## config.mk

```make
export PLATFORM = sky130hd
export DESIGN_NAME = axis_wr_bank
export DESIGN_NICKNAME = d
export VERILOG_FILES = /design/src/rtl/axis_wr_bank.sv
export SDC_FILE = /design/constraint.sdc
export NUM_CORES = 1
export LEC_CHECK = 0
export BUFFER_PORTS_ARGS = -buffer_cell sky130_fd_sc_hd__buf_2
export CORE_UTILIZATION = 45
export DETAILED_ROUTE_END_ITERATION = 7
export PLACE_DENSITY_LB_ADDON = 0.3
export SLEW_MARGIN = 5
export SYNTH_ARGS = -nofsm -noshare
export SYNTH_HDL_FRONTEND = slang
export SYNTH_SLANG_ARGS = --single-unit
```

## constraint.sdc

```tcl
create_clock -name Clk -period 2.9 [get_ports Clk]
set_input_delay 0.29 -clock Clk [delete_from_list [all_inputs] [get_ports Clk]]
set_output_delay 0.29 -clock Clk [all_outputs]
set_load 0.005 [all_outputs]
```

## src/rtl/axis_wr_bank.sv

```systemverilog
// Per-axis MCU write register bank: byte writes decoded into 16-bit atomic commands and 8-bit commands, with update flags.
// Latency: a write is visible on the outputs one cycle after WrEn; all outputs are registered.
// Backpressure: none; one write is accepted every cycle WrEn is high, and done handshakes are always accepted.
module axis_wr_bank #(
  parameter int NUM_AXES    = 8,
  parameter int AXIS_W      = 3,
  parameter int PLS_AUTOCLR = 1
) (
  input  logic                     Clk,
  input  logic                     Rst,
  input  logic                     WrEn,
  input  logic [AXIS_W+2:0]        Addr,
  input  logic [7:0]               Din,
  input  logic [NUM_AXES-1:0]      SpeedSetDone,
  input  logic [NUM_AXES-1:0]      PosSetDone,
  output logic [NUM_AXES*16-1:0]   AxisStateCmd,
  output logic [NUM_AXES*8-1:0]    AxisPlsCmd,
  output logic [NUM_AXES*8-1:0]    SpeedCmd,
  output logic [NUM_AXES*16-1:0]   TargetPos,
  output logic [NUM_AXES*16-1:0]   RefPos,
  output logic [NUM_AXES-1:0]      SpeedSet,
  output logic [NUM_AXES-1:0]      PosSet,
  output logic                     AddrErr
);

  // Register index map within one axis.
  localparam int REG_STATE_LO = 0;
  localparam int REG_PLS      = 1;
  localparam int REG_SPEED    = 2;
  localparam int REG_STATE_HI = 3;
  localparam int REG_TGT_LO   = 4;
  localparam int REG_TGT_HI   = 5;
  localparam int REG_REF_LO   = 6;
  localparam int REG_REF_HI   = 7;

  // Axis count widened by one bit so the range check also works when every index is legal.
  localparam logic [AXIS_W:0] NUM_AXES_W = (AXIS_W + 1)'(NUM_AXES);

  logic [AXIS_W-1:0] axis_idx;
  logic [2:0]        reg_idx;
  logic              in_range;
  logic              addr_err_q;

  assign axis_idx = Addr[AXIS_W+2:3];
  assign reg_idx  = Addr[2:0];
  assign in_range = ({1'b0, axis_idx} < NUM_AXES_W);

  // Sticky flag for writes aimed at a nonexistent axis; only reset clears it.
  always_ff @(posedge Clk) begin
    if (Rst) begin
      addr_err_q <= 1'b0;
    end else if (WrEn && !in_range) begin
      addr_err_q <= 1'b1;
    end
  end

  assign AddrErr = addr_err_q;

  for (genvar n = 0; n < NUM_AXES; n++) begin : g_axis
    logic       sel;
    logic [7:0] hit;

    logic [7:0]  state_lo_q;
    logic [7:0]  tgt_lo_q;
    logic [7:0]  ref_lo_q;
    logic [15:0] state_cmd_q;
    logic [7:0]  pls_cmd_q;
    logic [7:0]  speed_cmd_q;
    logic [15:0] tgt_pos_q;
    logic [15:0] ref_pos_q;
    logic        speed_set_q;
    logic        pos_set_q;

    // One-hot register strobe for this axis; out-of-range writes never match any axis.
    assign sel = WrEn && in_range && (axis_idx == AXIS_W'(n));
    assign hit = sel ? (8'b1 << reg_idx) : 8'b0;

    // Low-byte shadows; they hold their value across commits so a bare high write reuses them.
    always_ff @(posedge Clk) begin
      if (Rst) begin
        state_lo_q <= 8'h00;
        tgt_lo_q   <= 8'h00;
        ref_lo_q   <= 8'h00;
      end else begin
        if (hit[REG_STATE_LO]) state_lo_q <= Din;
        if (hit[REG_TGT_LO])   tgt_lo_q   <= Din;
        if (hit[REG_REF_LO])   ref_lo_q   <= Din;
      end
    end

    // 16-bit registers update all bits together on the high-byte write.
    always_ff @(posedge Clk) begin
      if (Rst) begin
        state_cmd_q <= 16'h0000;
        tgt_pos_q   <= 16'h0000;
        ref_pos_q   <= 16'h0000;
      end else begin
        if (hit[REG_STATE_HI]) state_cmd_q <= {Din, state_lo_q};
        if (hit[REG_TGT_HI])   tgt_pos_q   <= {Din, tgt_lo_q};
        if (hit[REG_REF_HI])   ref_pos_q   <= {Din, ref_lo_q};
      end
    end

    // Pulse command: either a one-cycle strobe per write or a plain holding register.
    always_ff @(posedge Clk) begin
      if (Rst) begin
        pls_cmd_q <= 8'h00;
      end else if (hit[REG_PLS]) begin
        pls_cmd_q <= Din;
      end else if (PLS_AUTOCLR != 0) begin
        pls_cmd_q <= 8'h00;
      end
    end

    // Speed command byte.
    always_ff @(posedge Clk) begin
      if (Rst) begin
        speed_cmd_q <= 8'h00;
      end else if (hit[REG_SPEED]) begin
        speed_cmd_q <= Din;
      end
    end

    // Update-pending flags; a new request beats a simultaneous done so no update is lost.
    always_ff @(posedge Clk) begin
      if (Rst) begin
        speed_set_q <= 1'b0;
        pos_set_q   <= 1'b0;
      end else begin
        if (hit[REG_SPEED]) begin
          speed_set_q <= 1'b1;
        end else if (SpeedSetDone[n]) begin
          speed_set_q <= 1'b0;
        end
        if (hit[REG_TGT_HI]) begin
          pos_set_q <= 1'b1;
        end else if (PosSetDone[n]) begin
          pos_set_q <= 1'b0;
        end
      end
    end

    assign AxisStateCmd[16*n +: 16] = state_cmd_q;
    assign AxisPlsCmd[8*n +: 8]     = pls_cmd_q;
    assign SpeedCmd[8*n +: 8]       = speed_cmd_q;
    assign TargetPos[16*n +: 16]    = tgt_pos_q;
    assign RefPos[16*n +: 16]       = ref_pos_q;
    assign SpeedSet[n]              = speed_set_q;
    assign PosSet[n]                = pos_set_q;
  end

endmodule

```

==> key figures <==
Outcome
  • Status: complete, no violations

Global routing
  • First-pass GRT wire length: 135000 um
  • Grt total ovfl: 0
  • Vias in the first global route: about 22000
  • GRT Resource Usage Total: 29.0%
  • Largest net degree at the start of global routing: 222
  • Initial antenna violation count: 2

Worst setup path
  • CP Max Fanout: 60
  • Critical-path cell list: buf_2, nor4b_4, buf_4, nand2_2, mux2i_1
  • Crit-path leading delay family: buffers and inverters
  • CP Class: in -> reg
  • Worst setup SP type: input pin
  • CP max-delay cell: buf_4
  • Worst setup EP type: flop
  • Critical Path RT: 3350 ps
  • WP data arrival: 2020 ps
  • CP peak stage delay: just under 600 ps
  • CP bufs+invs: 2

STA
  • Highest Clock Rate: 640 MHz
  • RSZ-0062 raised after global routing: no
  • Final Max Tran Viols: 0
  • Setup TNS: 0 ps
  • Setup-failing EPs final: 0
  • Min Tclk post-route: about 1600 ps
  • Fin worst setup slack: 1340 ps
  • Slew @ Worst Pin: about 970 ps
  • Relative slew slack: 35.4%
  • Fin crit share: between 50% and 60%
  • Final hold violation count: 0
  • Layout Skew: 14.0 ps

Clock tree
  • CTS clock-pin slew for the worst setup and hold paths: ~60 ps
  • CTS tree: built
  • Worst-Skew Late Latency: 610 ps
  • Clock sink total: 720
  • Post-CTS setup buffers: 0
  • CTS Root Cell: clkbuf_16
  • Depth of the CTS H-tree: 3
  • Post-CTS Resized: 0
  • Clock Path Buffers: 3
  • CTS Buf Count: 74
  • Post-CTS Hold Buffers: 16

Finish
  • Share of cells above drive strength 1: 23.5%
  • Synthesis-to-finish area growth: 21.9%
  • Final Cell Area: between 30000 and 40000 um2
  • Post-Layout Cell Count: 4109
  • Nets: roughly 3300
  • Final core utilization: 56.1%

Logic synthesis
  • Post-Synthesis Cell Area: 26700 um2
  • Yosys warns: 0
  • Post-Synth Adder-Cell Area: 0%
  • Count leader, synth: dfxtp_1
  • Synth area leaders: dfxtp_1 54%, mux2i_1 9.6%, a21oi_1 7.5%, nand3_1 7.2%, o21ai_0 6.8%
  • Main combinational cell family by area after synthesis: simple AND/OR/NAND/NOR gates
  • Post-synthesis simple-gate area fraction: 16.6%
  • Yosys cell types: 33
  • Mux share of post-synthesis cell area: 9.59%
  • Register area share after synthesis: 53.9%
  • Synth Area in Compound Gates: 14.7%
  • Synth top cells by count: 720 x dfxtp_1, 400 x a21oi_1, 385 x nand3_1
  • Dominant cell type by area after synthesis: dfxtp_1
  • Post-synth EDFFs: 0
  • Synth Register Bits: 720
  • Syn nets: between 2000 and 3000
  • Primary FF master, synth: dfxtp_1
  • Yosys top cell area share: 53.9%
  • Syn avg cell area: 9.23 um2
  • XOR/XNOR Fraction of Synth Area: 0%
  • Async set-reset flop share out of synthesis: 0%
  • Mapped Cells: 2896

Floorplan
  • Initial Utilization: roughly 46%
  • Site row count: just under 90
  • Die area: approximately 60000 um2
  • Die height: 246 um
  • Die span in x: 246 um
  • Core ar.: 58100 um2
  • Ports: 562

Drt
  • Wirelength, routed: 90400 um
  • DR vias/cell: ~5.6
  • DR vias: 23108
  • Final ANT Viol Nets: 0
  • Wire per inst: 22.0 um
  • Initial DRC count: approximately 2400
  • DRT Pass-1 Iters: 5
  • DRC Markers: 0

Placed design
  • Cell Area, Placed: approximately 30000 um2
  • Gpl congestion: 0.814
  • Cell count after placement: 3958
  • Pre-CTS setup slack: 776 ps
  • Post-DP HPWL: 54500 um
  • Port bufs: 560

Worst hold path
  • Hold Path Class: in -> reg

Power
  • Peak supply drop: 0.523 mV
  • Pwr dens: about 630 nW/um2
  • P_leak: approximately 14 nW

Job
  • Max cap viols: 0
==> where the power goes <==
group | switching [mW] | internal (mW) | total [mW]
clock | 3.98 | 5.57 | 9.55
sequential | 0.0135 | 9.92 | 9.93
combinational | 0.703 | 0.235 | 0.938
==> placed cells by master, fill, tap and decap left out, types with 6 or more instances in the layout <==
cell type / instances
buf_4: 47
clkbuf_1: 20
nor2_2: 6
clkinv_2: 10
nand3_1: 384
nand2b_2: 8
nand2_1: 31
buf_12: 21
and3_1: 8
nand2b_1: 272
a21oi_1: 400
nor2_1: 56
clkbuf_8: 19
o21ai_1: 22
dfxtp_1: 720
mux2i_1: 256
nand2_2: 9
buf_2: 559
clkbuf_16: 77
dlygate4sd3_1: 16
o21ai_0: 362
==> kinds of logic after synthesis <==
group	after synthesis
flops	720
mux	256
buf+inv	331
other cells	1
compound gates	784
simple gates	804
==> final timing paths <==
path | start | end | slack, ps | depth (start not counted)
setup / recovery | WrEn | g_axis[0].state_lo_q[1] | 1340 | 5
hold reg to reg | g_axis[0].ref_lo_q[4] | g_axis[0].ref_pos_q[4] | 460 | 2
hold / removal | Rst | g_axis[0].tgt_pos_q[10] | 90 | 2
setup reg to reg | g_axis[6].state_lo_q[4] | g_axis[6].state_cmd_q[4] | 2170 | 2
==> through the flow <==
step                      power (mW)  hold slack (ps)
after global routing            21.0             81.5
after floorplan                 10.7              444
final                           20.4             92.8
after CTS                       20.5             65.0
after detailed placement        11.1              455
after global placement          11.1              452
==> worst register-to-register path, cell delays in order, from the launching register on <==
cell	delay, ps
dfxtp_1	340
nand3_1	150
a21oi_1	170
==> metal layers <==
metal | vias to the layer above | routed length (um) | track usage [%]
li1 | 10757 | - | -
met1 | 11089 | 37500 | 38.0
met2 | 1024 | 41300 | 45.0
met3 | 238 | 7460 | 6.44
met4 | 0 | 4160 | 13.8
met5 | - | 0 | 0
==> final cells by class <==
class / count / area (um2)
antenna: 2 / 5.00
timing repair buffer: 644 / 3750
fill: 5254 / 25500
tap: 765 / 957
sequential: 720 / 14400
multi-input combinational: 1845 / 11000
clock buffer: 116 / 2260
clock inverter: 17 / 175
==> flip-flops by register name (all words and copies together), names as in the netlist <==
name / cells
g_axis.speed_set_q: 8
g_axis.ref_pos_q: 128
g_axis.tgt_pos_q: 128
g_axis.ref_lo_q: 64
g_axis.speed_cmd_q: 64
g_axis.pos_set_q: 8
g_axis.pls_cmd_q: 64
g_axis.state_lo_q: 64
g_axis.state_cmd_q: 128
g_axis.tgt_lo_q: 64
Note: power is estimated with default switching activity, not from simulation.
